$ cat src/rtl/cc1200_spi_top_if.sv
// APB slave bus plus 12-bit stream handshake used by the CC1200 SPI master.
interface cc1200_spi_top_if;
  logic [31:0] paddr;
  logic        psel;
  logic        penable;
  logic        pwrite;
  logic [31:0] pwdata;
  logic [31:0] prdata;
  logic        pready;
  logic        pslverr;
  logic        get_data_en;
  logic [11:0] get_data;
  logic        next_data;

  modport master (
    output paddr, psel, penable, pwrite, pwdata, get_data_en, get_data,
    input  prdata, pready, pslverr, next_data
  );

  modport slave (
    input  paddr, psel, penable, pwrite, pwdata, get_data_en, get_data,
    output prdata, pready, pslverr, next_data
  );
endinterface

$ cat src/rtl/cc1200_spi_top.sv
// CC1200 SPI mode-0 master with APB register file, 12-bit stream feed and GPIO.
// Divider, length and TX data are latched at transfer start, so writes while busy apply next time.
module cc1200_spi_top #(
  parameter int GPIO_W = 4,
  parameter int DIV_W  = 16
) (
  input  logic              clk,
  input  logic              rst,
  cc1200_spi_top_if.slave   bus,
  output logic              sclk,
  output logic              mosi,
  output logic              cs_n,
  input  logic              miso,
  output logic [GPIO_W-1:0] gpio_o,
  output logic [GPIO_W-1:0] gpio_oe,
  input  logic [GPIO_W-1:0] gpio_i
);

  localparam logic [1:0] S_IDLE  = 2'd0;
  localparam logic [1:0] S_SETUP = 2'd1;
  localparam logic [1:0] S_SHIFT = 2'd2;
  localparam logic [1:0] S_HOLD  = 2'd3;

  logic [1:0]        state_q, state_d;
  logic              stream_q, stream_d;
  logic              stop_pend_q, stop_pend_d;
  logic              xfer_str_q, xfer_str_d;
  logic [31:0]       data_out_q, data_out_d;
  logic [31:0]       data_in_q, data_in_d;
  logic [1:0]        byte_num_q, byte_num_d;
  logic [DIV_W-1:0]  clk_div_q, clk_div_d;
  logic [GPIO_W-1:0] gpio_oe_q, gpio_oe_d;
  logic [GPIO_W-1:0] gpio_out_q, gpio_out_d;
  logic [GPIO_W-1:0] gpio_s1_q, gpio_s2_q;
  logic [DIV_W-1:0]  cnt_q, cnt_d;
  logic [DIV_W-1:0]  div_q, div_d;
  logic [5:0]        bits_q, bits_d;
  logic [31:0]       tx_q, tx_d;
  logic [31:0]       rx_q, rx_d;
  logic              sclk_q, sclk_d;
  logic              mosi_q, mosi_d;
  logic              cs_n_q, cs_n_d;
  logic              next_q, next_d;

  logic [3:0]        idx_s;
  logic              wr_s, start_w_s, stream_w_s, stop_w_s;
  logic              idle_s, start_acc_s, str_go_s, half_s;
  logic [DIV_W-1:0]  eff_div_s;
  logic [5:0]        nbits_s;
  logic [31:0]       tx_load_s, word_s, rdata_s;
  logic              unused_s;

  assign idx_s       = bus.paddr[5:2];
  assign unused_s    = ^{bus.paddr[31:6], bus.paddr[1:0]};
  assign wr_s        = bus.psel & bus.penable & bus.pwrite;
  assign start_w_s   = wr_s & (idx_s == 4'd0) & bus.pwdata[0];
  assign stream_w_s  = wr_s & (idx_s == 4'd0) & bus.pwdata[1];
  assign stop_w_s    = wr_s & (idx_s == 4'd0) & bus.pwdata[2];
  assign idle_s      = (state_q == S_IDLE);
  assign start_acc_s = start_w_s & idle_s & ~stream_q & ~stream_w_s;
  // A pending or simultaneous STOP blocks any further stream word.
  assign str_go_s    = stream_q & ~stop_pend_q & ~stop_w_s & bus.get_data_en;
  assign half_s      = (cnt_q == (div_q - DIV_W'(1)));
  assign eff_div_s   = (clk_div_q == {DIV_W{1'b0}}) ? DIV_W'(1) : clk_div_q;
  assign nbits_s     = {({1'b0, byte_num_q} + 3'd1), 3'b000};
  assign tx_load_s   = data_out_q << (6'd32 - nbits_s);
  assign word_s      = {4'h0, bus.get_data, 16'h0000};

  // Next-state logic for the register file and the shift engine.
  always_comb begin
    state_d     = state_q;
    stream_d    = stream_q;
    xfer_str_d  = xfer_str_q;
    data_out_d  = data_out_q;
    data_in_d   = data_in_q;
    byte_num_d  = byte_num_q;
    clk_div_d   = clk_div_q;
    gpio_oe_d   = gpio_oe_q;
    gpio_out_d  = gpio_out_q;
    cnt_d       = cnt_q;
    div_d       = div_q;
    bits_d      = bits_q;
    tx_d        = tx_q;
    rx_d        = rx_q;
    sclk_d      = sclk_q;
    mosi_d      = mosi_q;
    cs_n_d      = cs_n_q;
    next_d      = 1'b0;
    stop_pend_d = stop_pend_q | (stop_w_s & stream_q & ~idle_s);

    if (wr_s) begin
      case (idx_s)
        4'd2:    data_out_d = bus.pwdata;
        4'd4:    byte_num_d = bus.pwdata[1:0];
        4'd5:    clk_div_d  = bus.pwdata[DIV_W-1:0];
        4'd6:    gpio_oe_d  = bus.pwdata[GPIO_W-1:0];
        4'd7:    gpio_out_d = bus.pwdata[GPIO_W-1:0];
        default: data_out_d = data_out_q;
      endcase
    end else begin
      data_out_d = data_out_q;
    end

    if (stream_w_s) begin
      stream_d = 1'b1;
    end else if (stop_w_s && stream_q && idle_s) begin
      stream_d = 1'b0;
    end else begin
      stream_d = stream_q;
    end

    case (state_q)
      S_IDLE: begin
        cnt_d = {DIV_W{1'b0}};
        div_d = eff_div_s;
        rx_d  = 32'h0;
        if (start_acc_s) begin
          tx_d       = tx_load_s;
          bits_d     = nbits_s;
          mosi_d     = tx_load_s[31];
          cs_n_d     = 1'b0;
          xfer_str_d = 1'b0;
          state_d    = S_SETUP;
        end else if (str_go_s) begin
          tx_d       = word_s;
          bits_d     = 6'd16;
          mosi_d     = 1'b0;
          cs_n_d     = 1'b0;
          next_d     = 1'b1;
          xfer_str_d = 1'b1;
          state_d    = S_SETUP;
        end else begin
          state_d = S_IDLE;
        end
      end
      S_SETUP: begin
        if (half_s) begin
          cnt_d   = {DIV_W{1'b0}};
          sclk_d  = 1'b1;
          rx_d    = {rx_q[30:0], miso};
          state_d = S_SHIFT;
        end else begin
          cnt_d = cnt_q + DIV_W'(1);
        end
      end
      S_SHIFT: begin
        if (!half_s) begin
          cnt_d = cnt_q + DIV_W'(1);
        end else if (!sclk_q) begin
          cnt_d  = {DIV_W{1'b0}};
          sclk_d = 1'b1;
          rx_d   = {rx_q[30:0], miso};
        end else begin
          cnt_d  = {DIV_W{1'b0}};
          sclk_d = 1'b0;
          if (bits_q != 6'd1) begin
            bits_d = bits_q - 6'd1;
            tx_d   = tx_q << 1;
            mosi_d = tx_q[30];
          end else if (xfer_str_q && str_go_s) begin
            // Back-to-back stream word: no SETUP, cs_n stays low.
            tx_d   = word_s;
            bits_d = 6'd16;
            mosi_d = 1'b0;
            next_d = 1'b1;
          end else begin
            mosi_d  = 1'b0;
            state_d = S_HOLD;
          end
        end
      end
      S_HOLD: begin
        if (half_s) begin
          cnt_d   = {DIV_W{1'b0}};
          cs_n_d  = 1'b1;
          state_d = S_IDLE;
          if (!xfer_str_q) begin
            data_in_d = rx_q;
          end else begin
            data_in_d = data_in_q;
          end
          if (stop_pend_q) begin
            stream_d    = 1'b0;
            stop_pend_d = 1'b0;
          end else begin
            stop_pend_d = stop_pend_q;
          end
        end else begin
          cnt_d = cnt_q + DIV_W'(1);
        end
      end
      default: state_d = S_IDLE;
    endcase
  end

  // State registers with asynchronous reset.
  always_ff @(posedge clk or posedge rst) begin
    if (rst) begin
      state_q     <= S_IDLE;
      stream_q    <= 1'b0;
      stop_pend_q <= 1'b0;
      xfer_str_q  <= 1'b0;
      data_out_q  <= 32'h0;
      data_in_q   <= 32'h0;
      byte_num_q  <= 2'd0;
      clk_div_q   <= {DIV_W{1'b0}};
      gpio_oe_q   <= {GPIO_W{1'b0}};
      gpio_out_q  <= {GPIO_W{1'b0}};
      gpio_s1_q   <= {GPIO_W{1'b0}};
      gpio_s2_q   <= {GPIO_W{1'b0}};
      cnt_q       <= {DIV_W{1'b0}};
      div_q       <= DIV_W'(1);
      bits_q      <= 6'd0;
      tx_q        <= 32'h0;
      rx_q        <= 32'h0;
      sclk_q      <= 1'b0;
      mosi_q      <= 1'b0;
      cs_n_q      <= 1'b1;
      next_q      <= 1'b0;
    end else begin
      state_q     <= state_d;
      stream_q    <= stream_d;
      stop_pend_q <= stop_pend_d;
      xfer_str_q  <= xfer_str_d;
      data_out_q  <= data_out_d;
      data_in_q   <= data_in_d;
      byte_num_q  <= byte_num_d;
      clk_div_q   <= clk_div_d;
      gpio_oe_q   <= gpio_oe_d;
      gpio_out_q  <= gpio_out_d;
      gpio_s1_q   <= gpio_i;
      gpio_s2_q   <= gpio_s1_q;
      cnt_q       <= cnt_d;
      div_q       <= div_d;
      bits_q      <= bits_d;
      tx_q        <= tx_d;
      rx_q        <= rx_d;
      sclk_q      <= sclk_d;
      mosi_q      <= mosi_d;
      cs_n_q      <= cs_n_d;
      next_q      <= next_d;
    end
  end

  // APB read mux.
  always_comb begin
    rdata_s = 32'h0;
    case (idx_s)
      4'd0:    rdata_s[0] = stream_q;
      4'd1:    rdata_s[0] = ~idle_s;
      4'd2:    rdata_s = data_out_q;
      4'd3:    rdata_s = data_in_q;
      4'd4:    rdata_s[1:0] = byte_num_q;
      4'd5:    rdata_s[DIV_W-1:0] = clk_div_q;
      4'd6:    rdata_s[GPIO_W-1:0] = gpio_oe_q;
      4'd7:    rdata_s[GPIO_W-1:0] = gpio_out_q;
      4'd8:    rdata_s[GPIO_W-1:0] = gpio_s2_q;
      default: rdata_s = 32'h0;
    endcase
  end

  assign bus.prdata    = (bus.psel & bus.penable) ? rdata_s : 32'h0;
  assign bus.pready    = bus.psel & bus.penable;
  assign bus.pslverr   = 1'b0;
  assign bus.next_data = next_q;
  assign sclk          = sclk_q;
  assign mosi          = mosi_q;
  assign cs_n          = cs_n_q;
  assign gpio_o        = gpio_out_q;
  assign gpio_oe       = gpio_oe_q;

endmodule

$ cat src/flat_wrapper.sv
// flat-port wrapper written by rule: the top's interface ports become plain ports
module cc1200_spi_top_flat 
#(
  parameter int GPIO_W = 4,
  parameter int DIV_W  = 16
)
  (clk, rst, sclk, mosi, cs_n, miso, gpio_o, gpio_oe, gpio_i, bus_paddr, bus_psel, bus_penable, bus_pwrite, bus_pwdata, bus_get_data_en, bus_get_data, bus_prdata, bus_pready, bus_pslverr, bus_next_data);
  cc1200_spi_top_if bus_i ();
  input  logic clk;
  input  logic rst;
  output logic sclk;
  output logic mosi;
  output logic cs_n;
  input  logic miso;
  output logic [GPIO_W-1:0] gpio_o;
  output logic [GPIO_W-1:0] gpio_oe;
  input  logic [GPIO_W-1:0] gpio_i;
  input wire logic [$bits(bus_i.paddr)-1:0] bus_paddr;
  input wire logic [$bits(bus_i.psel)-1:0] bus_psel;
  input wire logic [$bits(bus_i.penable)-1:0] bus_penable;
  input wire logic [$bits(bus_i.pwrite)-1:0] bus_pwrite;
  input wire logic [$bits(bus_i.pwdata)-1:0] bus_pwdata;
  input wire logic [$bits(bus_i.get_data_en)-1:0] bus_get_data_en;
  input wire logic [$bits(bus_i.get_data)-1:0] bus_get_data;
  output wire logic [$bits(bus_i.prdata)-1:0] bus_prdata;
  output wire logic [$bits(bus_i.pready)-1:0] bus_pready;
  output wire logic [$bits(bus_i.pslverr)-1:0] bus_pslverr;
  output wire logic [$bits(bus_i.next_data)-1:0] bus_next_data;
  assign bus_i.paddr = bus_paddr;
  assign bus_i.psel = bus_psel;
  assign bus_i.penable = bus_penable;
  assign bus_i.pwrite = bus_pwrite;
  assign bus_i.pwdata = bus_pwdata;
  assign bus_i.get_data_en = bus_get_data_en;
  assign bus_i.get_data = bus_get_data;
  assign bus_prdata = bus_i.prdata;
  assign bus_pready = bus_i.pready;
  assign bus_pslverr = bus_i.pslverr;
  assign bus_next_data = bus_i.next_data;
  cc1200_spi_top #(.GPIO_W(GPIO_W), .DIV_W(DIV_W)) u_core (.clk(clk), .rst(rst), .bus(bus_i), .sclk(sclk), .mosi(mosi), .cs_n(cs_n), .miso(miso), .gpio_o(gpio_o), .gpio_oe(gpio_oe), .gpio_i(gpio_i));
endmodule
$ cat config.mk
export PLATFORM = sky130hd
export DESIGN_NAME = cc1200_spi_top_flat
export DESIGN_NICKNAME = d
export VERILOG_FILES = /design/src/rtl/cc1200_spi_top_if.sv /design/src/rtl/cc1200_spi_top.sv /design/src/flat_wrapper.sv
export SDC_FILE = /design/constraint.sdc
export NUM_CORES = 1
export LEC_CHECK = 0
export CELL_PAD_IN_SITES_DETAIL_PLACEMENT = 0
export CELL_PAD_IN_SITES_GLOBAL_PLACEMENT = 1
export CORE_MARGIN = 10
export CORE_UTILIZATION = 49
export DETAILED_ROUTE_END_ITERATION = 7
export PLACE_DENSITY_LB_ADDON = 0.1
export REMOVE_ABC_BUFFERS = 1
export SYNTH_ARGS = -nofsm -noshare
export SYNTH_HDL_FRONTEND = slang
export SYNTH_SLANG_ARGS = --single-unit
$ cat constraint.sdc
create_clock -name clk -period 17.13 [get_ports clk]
set_clock_uncertainty 0.2 [all_clocks]
set_input_delay 1.713 -clock clk [delete_from_list [all_inputs] [get_ports clk]]
set_output_delay 1.713 -clock clk [all_outputs]
set_load 0.01 [all_outputs]
Word level (Yosys, flattened, before mapping) --
Cells that the tools add are included.
Cells by class: add/sub/neg operators 5, eq/ne operators 22, shift operators 1, muxes and demuxes 64, reductions and logical operators 25, bitwise operators 21
Operators by type and width (count):
- 2-to-1 mux 31 bit | 6
- 2-to-1 mux 32 bit | 4
- case mux 32 bit (3 select lines) | 1
- case mux 16 bit (2 select lines) | 2
- case mux 31 bit (2 select lines) | 1
- 2-to-1 mux 6 bit | 6
- case mux 12 bit (3 select lines) | 1
- 2-to-1 mux 16 bit | 2
- << shifter 32 x 6 -> 32 bit | 1
- 2-to-1 mux 1 bit | 25
- adder 16 x 1 -> 16 bit (second input constant) | 1
- equality test 16 bit | 1
- equality test 4 x 3 -> 1 bit (second input constant) | 4
- logical NOT 16 bit | 1
- subtractor 16 x 1 -> 16 bit (second input constant) | 1
- AND 1 bit | 14
- 2-to-1 mux 2 bit | 7
- case mux 2 bit (6 select lines) | 1
- case mux 6 bit (2 select lines) | 1
- AND reduction 2 bit | 6
- case mux 1 bit (9 select lines) | 1
- AND reduction 3 bit | 3
- equality test 4 x 2 -> 1 bit (second input constant) | 2
- inequality test 2 x 1 -> 1 bit (second input constant) | 4
- 25 further kinds | 42
Storage, ports and cells: register bits 208, output and inout port bits 46, bits of input ports 87

Longest topological paths before layout --
Gate-level depths: netlist (run 1).
depth in word-level cells 13, gate-level depth with buffers 12

Least setup slack after synthesis (run 1) --
No wires, ideal clock.
kind input-to-output, start point input port bus_paddr[2], end point output port bus_prdata[21], buffers on the path 4, required time 15.217 ns, stages on the path 6, setup slack 11.707 ns, arrival 3.510 ns, path through clkbuf_1 buf_1 clkbuf_1 buf_1 mux2i_1 nor2_1
Between the ends: longest elaborated chain between the ends 3
Ends and longest elaborated chain:
- start: declaration | line flat_wrapper.sv:18 | input wire logic [$bits(bus_i.paddr)-1:0] bus_paddr;
- equality test 4 x 2 -> 1 bit | line cc1200_spi_top.sv:248 | case (idx_s)
- case mux 16 bit (2 select lines) (*) | line cc1200_spi_top.sv:248
- 2-to-1 mux 32 bit (*) | line cc1200_spi_top.sv:262 | assign bus.prdata = (bus.psel & bus.penable) ? rdata_s : 32'h0;
- end: declaration | line flat_wrapper.sv:25 | output wire logic [$bits(bus_i.prdata)-1:0] bus_prdata;
Every way passes the cells marked *; elsewhere a longest branch is shown, timed or not.

Worst setup path in the final report (run 1) --
start point input port bus_paddr[4], end point output port bus_prdata[8]
Between the ends: longest elaborated chain between the ends 3
Ends and longest elaborated chain (line):
- equality test 4 x 3 -> 1 bit or equality test 4 x 2 -> 1 bit (tied branches) | cc1200_spi_top.sv:248
- case mux 12 bit (3 select lines) (*) | cc1200_spi_top.sv:248
- 2-to-1 mux 32 bit (*) | cc1200_spi_top.sv:262
Marked as above.

==> results of run 1 <==
state kept, by name, indices dropped and copies added (netlist names), 4 cells and up:
signal / count
u_core.data_in_q: 32
u_core.data_out_q: 32
u_core.rx_q: 32
u_core.tx_q: 31
u_core.clk_div_q: 16
u_core.cnt_q: 16
u_core.div_q: 16
u_core.bits_q: 6
u_core.gpio_o: 4
u_core.gpio_oe: 4
u_core.gpio_s1_q: 4
u_core.gpio_s2_q: 4
Yosys cell counts, drive strengths merged (2+ instances only):
master   instances  area share (%)
nand2b           5            0.29
nor4            14            0.96
dfstp            2            0.49
a2111oi          2            0.52
nor3b            5            0.40
o2bb2ai          2            0.16
xor2            14             1.1
nor2            84             2.9
or3              6            0.40
inv             19            0.67
nand3b           2            0.14
a21o             2            0.14
nand3           17            0.84
a21oi           26             1.4
a22oi           28             2.0
and2             2            0.12
and3             7            0.41
ha              10             1.2
o211a            2            0.19
clkbuf          32             1.1
o31ai            3            0.26
a22o            41             3.4
mux4             9             1.9
nor3            11            0.52
xnor2           16             1.3
nor4b            2            0.16
a221o            8            0.75
a41oi            2            0.16
nand4            2            0.12
dfrtp          206              48
a211oi           2            0.14
a31oi            5            0.29
nand2           52             1.8
o21ai           28             1.3
mux2           156              17
or2              2            0.12
mux2i           32             3.0
o22ai            4            0.23
or4              3            0.25
nor2b            5            0.29
buf             22             1.8
placed cells by master, fill, tap and decap left out, drive strengths merged, types with 7 or more instances in the layout:
master / count
mux2: 156
a221o: 8
xor2: 14
clkdlybuf4s50: 102
mux2i: 32
dfrtp: 206
a21oi: 26
nand3: 17
inv: 19
buf: 16
nor2: 84
clkbuf: 34
a22oi: 28
nor3: 11
xnor2: 16
o21ai: 28
nand2: 52
ha: 10
mux4: 9
and3: 7
a22o: 41
nor4: 14
per-layer routing:
| layer | up-vias | track usage [%] |
|---|---|---|
| li1 | 3490 | - |
| met1 | 3766 | 27.47 |
| met2 | 123 | 29.47 |
| met3 | 28 | 2.926 |
| met4 | 0 | 3.823 |
| met5 | - | 0 |
layout make-up:
| cell class | instances | area [um2] | area share (%) |
|---|---|---|---|
| Clock inverter | 9 | 108.9 | 0.8580 |
| Clock buffer | 34 | 698.2 | 5.503 |
| Sequential cell | 208 | 5207 | 41.05 |
| Multi-Input combinational cell | 625 | 5111 | 40.29 |
| Tap cell | 275 | 344.1 | 2.712 |
| Timing Repair Buffer | 118 | 1139 | 8.974 |
| Inverter | 19 | 78.83 | 0.6213 |
how the worst min path moves through the flow:
stage,to,cells past startpoint
2_1_floorplan,u_core.gpio_s2_q[0],0
3_5_place_dp,u_core.gpio_s2_q[3],0
5_1_grt,u_core.gpio_s2_q[3],0
4_1_cts,u_core.gpio_s2_q[3],0
3_3_place_gp,u_core.gpio_s2_q[1],0
6_report,u_core.gpio_s2_q[3],0
report_power, final:
group          leakage [nW]  internal [mW]  switching (mW)
logic                  2.44          0.256           0.309
clock network         0.398          0.314           0.203
registers              2.79          0.567          0.0887
total                  5.63           1.14           0.601
worst max-delay path, cell delays in order:
cell and delay (ns):
clkdlybuf4s50_1 1.00, nand2_1 0.11, nor3_1 0.79, buf_4 0.32
a22oi_1 0.12, nor2_1 0.12, clkdlybuf4s50_1 0.57
logic make-up (layout without fill, tap and decap cells):
group,Yosys count,in the layout,synth area share (%)
DFF,208,208,48.72
and+or+nand+nor,222,222,10.04
adders and majority gates,10,10,1.171
muxes,197,197,22.28
buffers and inverters,73,180,3.640
AOI/OAI and AO/OA,165,165,11.66
xor gates and xnor gates,30,30,2.458
other,1,1,0.03508
per-stage QoR:
step	hold slack [ns]	power (mW)	cells	utilization (%)	setup WS, ns
2_1_floorplan	0.1312	1.053	852	-	9.539
3_3_place_gp	0.1337	1.224	1245	55.98	10.49
3_5_place_dp	0.1410	1.230	1245	55.98	10.51
4_1_cts	0.1542	1.751	1288	59.79	10.50
5_1_grt	0.1639	1.834	1288	59.79	10.31
6_report	0.1534	1.738	1288	59.79	10.47
==> key figures, run 1 <==
Outcome
  – Status: finished clean

Clock network
  – Post-CTS Setup Inserts: 0
  – CTS sink count: 208
  – Post-CTS Resized: 0
  – Clk Latency, worst-skew pair: roughly 0.52 ns
  – CTS Hold Bufs: 0
  – # H-tree levels: 1
  – CTS tree: built
  – Max Root-Sink Buffers: 3
  – CTS clk-pin slew, worst paths: 0.06 ns
  – CTS buffer count: 24
  – Root Driver: clkbuf_16

Drt
  – Initial DRC Count: 478
  – Top Layer Used: met4
  – M1 WL: 12.96 mm
  – Drt via density: 5.751
  – DRT Pass-1 Iters: 5
  – ANT nets after route: 0
  – Vias: ~7400
  – Routed WL: 27.38 mm
  – Metal3 WL: 1.064 mm
  – Drt wl/cell: 21.25 um
  – Metal2 WL: about 13 mm
  – DRC: 0

Timing
  – Max Fclk: between 150 and 200 MHz
  – Setup_tns: 0 ns
  – Max-slew violation count: 0
  – Final setup fails: 0
  – Fin. Hold Viols: 0
  – RSZ-0062 raised after global routing: false
  – Final period util: around 40%
  – Final critical-path required period: 6.658 ns
  – Worst slew pin tran: between 1 and 1.5 ns
  – Slew HR: a little under a third

Cells and area
  – Area growth syn-to-layout: 18.69%
  – Number of diodes: 0
  – Filler cells: roughly 1800
  – Finished Cell Area: 12690 um2
  – Ratio of cells with drive above 1 in the final layout: 23.59%
  – NumNets Final: 1093

Synthesis
  – Synth async-reset ratio: 100.0%
  – Mean area per synthesized cell: between 10 and 15 um2
  – Netlist cell types: 72
  – Ys Warns: 0
  – Flops & latches, synth: 208
  – EDFF count, synth: 0
  – Post-Syn Area: 10690 um2
  – Main synth FF type: dfrtp_1
  – Syn Inst Count: 906
  – Seq/Total Area, Yosys: 48.72%

Floorplanning
  – Initial core utilization: between 50% and 60%
  – FP Rows: 53
  – Ports: about 130
  – Die Area: 28120 um2
  – Die width: 167.7 um
  – Die H: 167.7 um
  – Core ar.: around 21000 um2

Worst setup path
  – Reg2reg end: u_core.tx_q[10]
  – Critical Path Sink: bus_prdata[8]
  – Cell count of the worst reg-to-reg path: 9
  – CP endpoint kind: output pin
  – Reg-to-Reg Start: u_core.div_q[3]
  – CP arrival: ~4.7 ns
  – Crit Path Max Fanout: 18
  – Worst setup path class: input pin to output pin
  – Setup crit start kind: input pin
  – Setup crit start: bus_paddr[4]
  – R2r setup slk: between 10 and 15 ns
  – Worst EP required: 15.22 ns

Placement
  – PortBufs: 103
  – GP Congestion: 0.8061
  – DP Wirelength: roughly 19 mm
  – Area after DPL: between 10000 and 15000 um2

Pwr
  – Worst VDD drop: 0.07027 mV
  – Leak Pwr: 5.626 nW
  – Pwr Density: ~140 nW/um2

GRT
  – First-pass GRT wire length: 43.51 mm
  – Vias in the first global route: 7499
  – Largest net degree at the start of global routing: between 90 and 100
  – Grt ovf: 0
  – Total global-route track usage: between 10% and 20%
  – Initial antenna violation count: 0

Hold path
  – Hold WC Path Type: register to register
  – Min-delay src: u_core.gpio_s1_q[3]

Run
  – Number of max-cap violations: 0
(Power assumes the default switching activity.)
==> run 2, diff against run 1 <==
--- a/config.mk
+++ b/config.mk
@@ -8,7 +8,7 @@
 export CELL_PAD_IN_SITES_DETAIL_PLACEMENT = 0
 export CELL_PAD_IN_SITES_GLOBAL_PLACEMENT = 1
 export CORE_MARGIN = 10
-export CORE_UTILIZATION = 49
+export CORE_UTILIZATION = 45
 export DETAILED_ROUTE_END_ITERATION = 7
 export PLACE_DENSITY_LB_ADDON = 0.1
 export REMOVE_ABC_BUFFERS = 1
==> constraint.sdc (replaced) <==
create_clock -name clk -period 6.7 [get_ports clk]
set_clock_uncertainty 0.2 [all_clocks]
set_input_delay 0.67 -clock clk [delete_from_list [all_inputs] [get_ports clk]]
set_output_delay 0.67 -clock clk [all_outputs]
set_load 0.01 [all_outputs]
==> run 2 against run 1 <==
  * Routed wire length increased by 2.6%
  * Combinational power grew to 2.6 times the previous value
  * First-iteration DRC count fell by 4.0%
  * Clock power grew 150%
  * Critical endpoint unchanged
  * Sequential share of layout area decreased by 0.14 points
==> key figures, run 2 (synthesis results as in run 1) <==
Outcome
  – Status: finished clean (unchanged)

Clock network
  – CTS tree: built (unchanged)
  – # H-tree levels: 1 (unchanged)
  – Max Root-Sink Buffers: 3 (unchanged)
  – Clk Latency, worst-skew pair: 0.52 ns (about the same)
  – Post-CTS Resized: 0 (unchanged)
  – CTS buffer count: 24 (unchanged)
  – CTS Hold Bufs: 0 (unchanged)
  – Root Driver: clkbuf_16 (unchanged)
  – CTS clk-pin slew, worst paths: 0.06 ns (about the same)
  – Post-CTS Setup Inserts: 0 (unchanged)
  – CTS sink count: 208 (unchanged)

Cells and area
  – Most frequent cells in the layout: 206 x dfrtp_1, 129 x mux2_2, 102 x clkdlybuf4s50_1 (unchanged)
  – Filler cells: 2113 (was 1812)
  – Ratio of cells with drive above 1 in the final layout: 23.94% (was 23.59%)
  – Area growth syn-to-layout: 19.10% (was 18.69%)
  – Final core utilization: 54.40% (was 59.79%)
  – Final Non-Filler Cells: 1334 (was 1288)
  – Number of diodes: 0 (unchanged)
  – Most common cell after layout, fill and taps aside: dfrtp_1 (unchanged)
  – NumNets Final: 1094 (was 1093)
  – Finished Cell Area: 12730 um2 (was 12690 um2)
  – Largest registers: u_core.data_in_q (32), u_core.data_out_q (32), u_core.rx_q (32) (unchanged)

Pwr
  – Seq pwr share: 38.0% (was 37.7%)
  – Pwr Density: 347.3 nW/um2 (was 137.0 nW/um2)
  – Total power: 4.421 mW (was 1.738 mW)
  – Psw: 1.550 mW (was 0.6010 mW)
  – Pint: 2.871 mW (was 1.137 mW)
  – Sw frac: 35.06% (was 34.58%)
  – Worst VDD drop: 0.1776 mV (was 0.07027 mV)
  – Gate power share: 33.0% (was 32.5%)
  – Clk network pwr share: 29.1% (was 29.7%)
  – Leak Pwr: 5.635 nW (was 5.626 nW)

Timing
  – Slew HR: 26.85% (was 31.81%)
  – Max-slew violation count: 0 (unchanged)
  – Final setup fails: 0 (unchanged)
  – Final critical-path required period: 4.680 ns
  – Final WS setup: 2.020 ns (was 10.47 ns)
  – Max Fclk: 213.7 MHz
  – Setup_tns: 0 ns (unchanged)
  – Final hold slack: 0.1430 ns (was 0.1534 ns)
  – Fin. Hold Viols: 0 (unchanged)
  – Worst slew pin tran: 1.089 ns (was 1.015 ns)
  – RSZ-0062 raised after global routing: false (unchanged)
  – Final period util: 69.85%

Drt
  – DRC: 0 (unchanged)
  – Initial DRC Count: 459 (was 478)
  – DRT Pass-1 Iters: 5 (unchanged)
  – ANT nets after route: 0 (unchanged)
  – Drt via density: 5.556 (was 5.751)
  – Routed WL: 28.08 mm (was 27.38 mm)
  – Vias: 7412 (was 7407)
  – Drt wl/cell: 21.05 um (was 21.25 um)

Hold path
  – Hold WC Path Type: register to register (unchanged)

Worst setup path
  – CP arrival: 3.81 ns (was 4.74 ns)
  – CP endpoint kind: output pin (unchanged)
  – Worst setup path class: input pin to output pin (unchanged)
  – Setup crit start kind: input pin (unchanged)
  – Worst EP required: 5.83 ns (was 15.22 ns)
  – R2r setup slk: 2.54 ns (was 12.89 ns)
  – Crit Path Max Fanout: 18 (unchanged)

GRT
  – Largest net degree at the start of global routing: 130 (was 99)
  – First-pass GRT wire length: 44.30 mm (was 43.51 mm)
  – Total global-route track usage: 18.05% (was 18.98%)
  – Vias in the first global route: 7380 (was 7499)
  – Grt ovf: 0 (unchanged)
  – Initial antenna violation count: 0 (unchanged)

Floorplanning
  – Core ar.: 23400 um2 (was 21220 um2)
  – Die width: 174.1 um (was 167.7 um)
  – FP Rows: 56 (was 53)
  – Die H: 174.1 um (was 167.7 um)
  – Initial core utilization: 45.67% (was 50.37%)
  – Ports: 133 (unchanged)
  – Die Area: 30320 um2 (was 28120 um2)

Placement
  – DP Wirelength: 19.48 mm (was 19.11 mm)
  – Post-placement cell count: 1290 (was 1245)
  – Area after DPL: 11940 um2 (was 11880 um2)
  – Pre-CTS setup slack: 1.968 ns (was 10.51 ns)
  – PortBufs: 103 (unchanged)
  – GP Congestion: 0.8030 (was 0.8061)

Run
  – Number of max-cap violations: 0 (unchanged)
==> run 2: worst paths after layout <==
| path | startpoint | end | cells past startpoint |
|---|---|---|---|
| hold reg to reg | u_core.gpio_s1_q[2] | u_core.gpio_s2_q[2] | 0 |
| setup / recovery | bus_paddr[4] | bus_prdata[8] | 7 |
| setup reg to reg | u_core.div_q[3] | u_core.tx_q[12] | 9 |
| hold / removal | u_core.gpio_s1_q[2] | u_core.gpio_s2_q[2] | 0 |
| max in group asynchronous | rst | u_core.clk_div_q[8] | 3 |
| min in group asynchronous | rst | u_core.data_in_q[20] | 2 |
==> run 2: layer usage <==
layer / global-route usage, % / wire, um
met1: 26.00 / 13700
met2: 28.57 / 13170
met3: 2.687 / 829
met4: 2.957 / 377
met5: 0 / 0
==> run 2: area by class of cell <==
type                       instances  area, um2  area share, %
clock inverter                     9      45.04         0.3538
sequential                       208       5207          40.90
multi-input combinational        625       5111          40.15
clock buffer                      35      743.2          5.838
timing repair buffer             119       1146          9.002
inverter                          19      78.83         0.6192
tap                              319      399.1          3.135
==> run 2: power by group through the flow <==
stage | Combinational [mW] | Sequential (mW) | Clock, mW
after floorplan | 1.07 | 1.62 | 0
after global placement | 1.44 | 1.70 | 0
after detailed placement | 1.46 | 1.70 | 0
after CTS | 1.46 | 1.68 | 1.31
after global routing | 1.59 | 1.71 | 1.36
final | 1.46 | 1.68 | 1.29
==> run 2: worst max-delay path, stage by stage <==
cell             delay, ns
clkdlybuf4s50_1       1.02
nand2_1               0.11
nor3_1                0.85
buf_4                 0.32
a22oi_1               0.10
nor2_1                0.17
clkdlybuf4s50_1       0.57
==> run 3, diff against run 2 <==
--- a/config.mk
+++ b/config.mk
@@ -8,7 +8,7 @@
 export CELL_PAD_IN_SITES_DETAIL_PLACEMENT = 0
 export CELL_PAD_IN_SITES_GLOBAL_PLACEMENT = 1
 export CORE_MARGIN = 10
-export CORE_UTILIZATION = 45
+export CORE_UTILIZATION = 41
 export DETAILED_ROUTE_END_ITERATION = 7
 export PLACE_DENSITY_LB_ADDON = 0.1
 export REMOVE_ABC_BUFFERS = 1
==> constraint.sdc (replaced) <==
create_clock -name clk -period 3.9 [get_ports clk]
set_clock_uncertainty 0.2 [all_clocks]
set_input_delay 0.39 -clock clk [delete_from_list [all_inputs] [get_ports clk]]
set_output_delay 0.39 -clock clk [all_outputs]
set_load 0.01 [all_outputs]
==> run 3 against run 2 <==
  * Routed wire length rose by 4.8%
  * Clock power increased by 68%
  * Final cell count increased by 3.1%
  * Highest routed layer unchanged
  * Critical path depth is 4 higher
==> key figures, run 3 (synthesis results as in run 1) <==
Outcome
  – Status: finished clean (unchanged)

Worst setup path
  – Crit-path most repeated cell: buf_4 (was clkdlybuf4s50_1)
  – Slowest stage cell, crit path: or4_4 (was clkdlybuf4s50_1)
  – CP delay by family, top: simple AND/OR/NAND/NOR gates (was buffers and inverters)
  – CP endpoint kind: register (was output pin)
  – CP arrival: 3.82 ns (was 3.81 ns)
  – Cell Chain, Critical Path: or4_4, nor4_4, buf_4, mux2i_1, o31ai_2, a2111oi_4, buf_4, nand3_2, a21oi_4, buf_12, mux2_2 (was clkdlybuf4s50_1, nand2_1, nor3_1, buf_4, a22oi_1, nor2_1, clkdlybuf4s50_1)
  – Crit Path Max Fanout: 21 (was 18)
  – Worst setup path class: register to register (was input pin to output pin)
  – Number of buffers and inverters on the critical path: 3 (unchanged)
  – Setup crit start kind: register (was input pin)
  – CP peak stage delay: 0.58 ns (was 1.02 ns)
  – Worst EP required: 4.11 ns (was 5.83 ns)

Cells and area
  – Number of diodes: 0 (unchanged)
  – Most frequent cells in the layout: 206 x dfrtp_1, 129 x mux2_2, 102 x clkdlybuf4s50_1 (unchanged)
  – Most common cell after layout, fill and taps aside: dfrtp_1 (unchanged)
  – Final core utilization: 50.28% (was 54.40%)
  – Filler cells: 2336 (was 2113)
  – Ratio of cells with drive above 1 in the final layout: 25.36% (was 23.94%)
  – Register area: 5207 um2 (unchanged)
  – Area growth syn-to-layout: 21.53% (was 19.10%)
  – Largest registers: u_core.data_in_q (32), u_core.data_out_q (32), u_core.rx_q (32) (unchanged)
  – Footprint of the multi-input gates: 5116 um2 (was 5111 um2)
  – NumNets Final: 1121 (was 1094)

Pwr
  – Pint: 5.030 mW (was 2.871 mW)
  – Worst VDD drop: 0.3471 mV (was 0.1776 mV)
  – Sw frac: 34.99% (was 35.06%)
  – Leak Pwr: 5.767 nW (was 5.635 nW)
  – Pwr Density: 595.6 nW/um2 (was 347.3 nW/um2)
  – Seq pwr share: 36.9% (was 38.0%)
  – Clk network pwr share: 28.1% (was 29.1%)
  – Psw: 2.707 mW (was 1.550 mW)
  – Gate power share: 35.0% (was 33.0%)
  – Total power: 7.737 mW (was 4.421 mW)

Timing
  – Max-slew violation count: 0 (unchanged)
  – Final critical-path required period: about 3.6 ns
  – Slew HR: 45.64% (was 26.85%)
  – Worst slew pin tran: 0.8124 ns (was 1.089 ns)
  – Fin. Hold Viols: 0 (unchanged)
  – Max Fclk: 277.4 MHz
  – RSZ-0062 raised after global routing: false (unchanged)
  – Final setup fails: 0 (unchanged)
  – Final period util: between 90 and 100%

Placement
  – PortBufs: 103 (unchanged)
  – DP Wirelength: 21.02 mm (was 19.48 mm)
  – GP Congestion: 0.7913 (was 0.8030)

Clock network
  – CTS sink count: 208 (unchanged)
  – Root Driver: clkbuf_16 (unchanged)
  – CTS Hold Bufs: 0 (unchanged)
  – Max Root-Sink Buffers: 3 (unchanged)
  – Post-CTS Resized: 0 (unchanged)
  – Post-CTS Setup Inserts: 0 (unchanged)
  – CTS buffer count: 24 (unchanged)
  – CTS clk-pin slew, worst paths: 0.06 ns (about the same)
  – Clk Latency, worst-skew pair: 0.53 ns (was 0.52 ns)
  – CTS tree: built (unchanged)
  – # H-tree levels: 1 (unchanged)

GRT
  – First-pass GRT wire length: 47.06 mm (was 44.30 mm)
  – Gr busiest metal: met2 (unchanged)
  – Grt ovf: 0 (unchanged)
  – Met2 Use GR: 28.65% (was 28.57%)
  – GR Layer Usage met3: 3.400% (was 2.687%)
  – Initial antenna violation count: 0 (unchanged)
  – Vias in the first global route: 7935 (was 7380)
  – Total global-route track usage: 17.71% (was 18.05%)
  – Largest net degree at the start of global routing: 85 (was 130)
  – Met1 Use GR: 24.19% (was 26.00%)

Drt
  – Initial DRC Count: 427 (was 459)
  – Drt via density: 5.485 (was 5.556)
  – Vias: 7547 (was 7412)
  – DRC: 0 (unchanged)
  – DRT Pass-1 Iters: 4 (was 5)
  – ANT nets after route: 0 (unchanged)
  – Drt wl/cell: 21.39 um (was 21.05 um)
  – Routed WL: 29.43 mm (was 28.08 mm)

Floorplanning
  – Die H: 181.5 um (was 174.1 um)
  – Core ar.: 25840 um2 (was 23400 um2)
  – FP Rows: 59 (was 56)
  – Die Area: 32930 um2 (was 30320 um2)
  – Initial core utilization: 41.37% (was 45.67%)
  – Die width: 181.5 um (was 174.1 um)
  – Ports: 133 (unchanged)

Run
  – Number of max-cap violations: 0 (unchanged)

Hold path
  – Hold WC Path Type: input pin to async pin (was register to register)
## run 3: worst paths after layout
path / start / end / slack, ns / cells after the start
min in group clk: gpio_i[2] / u_core.gpio_s1_q[2] / 0.12 / 1
max in group asynchronous: rst / u_core.div_q[0] / 2.52 / 3
hold reg to reg: u_core.gpio_s1_q[3] / u_core.gpio_s2_q[3] / 0.15 / 0
setup reg to reg: u_core.div_q[3] / u_core.tx_q[11] / 0.30 / 11
setup / recovery: u_core.div_q[3] / u_core.tx_q[11] / 0.30 / 11
hold / removal: rst / u_core.data_in_q[29] / 0.11 / 2
## run 3: power groups by stage
stage          Clock, mW  Sequential, mW  Combinational [mW]
4_1_cts             2.23            2.86                2.74
3_3_place_gp           0            2.89                2.71
2_1_floorplan          0            2.79                1.83
6_report            2.17            2.86                2.71
3_5_place_dp           0            2.89                2.73
5_1_grt             2.32            2.91                2.98
## run 3: layer usage
layer / up-vias / wire, um
met4: 0 / 465
met1: 3798 / 13690
met2: 150 / 13980
li1: 3568 / -
met5: - / 0
met3: 31 / 1288
## run 3: per-stage QoR
stage	cell area, um2	TNS (ns)	hold WS, ns	std cells	setup slack (ns)
5_1_grt	12990	0	0.1109	1376	0.05748
3_3_place_gp	12230	0	0.1346	1333	0.2872
3_5_place_dp	12230	0	0.1347	1333	0.2642
2_1_floorplan	10370	-525.67	0.1312	852	-2.368
4_1_cts	12990	0	0.1018	1376	0.2680
6_report	12990	0	0.1053	1376	0.2951
## run 3: area by class of cell
cell class | instances | share of cell area [%]
tap | 335 | 3.227
multi-input combinational | 625 | 39.39
clock buffer | 36 | 5.278
clock inverter | 7 | 0.5490
inverter | 19 | 0.6068
timing repair buffer | 146 | 10.86
sequential | 208 | 40.09
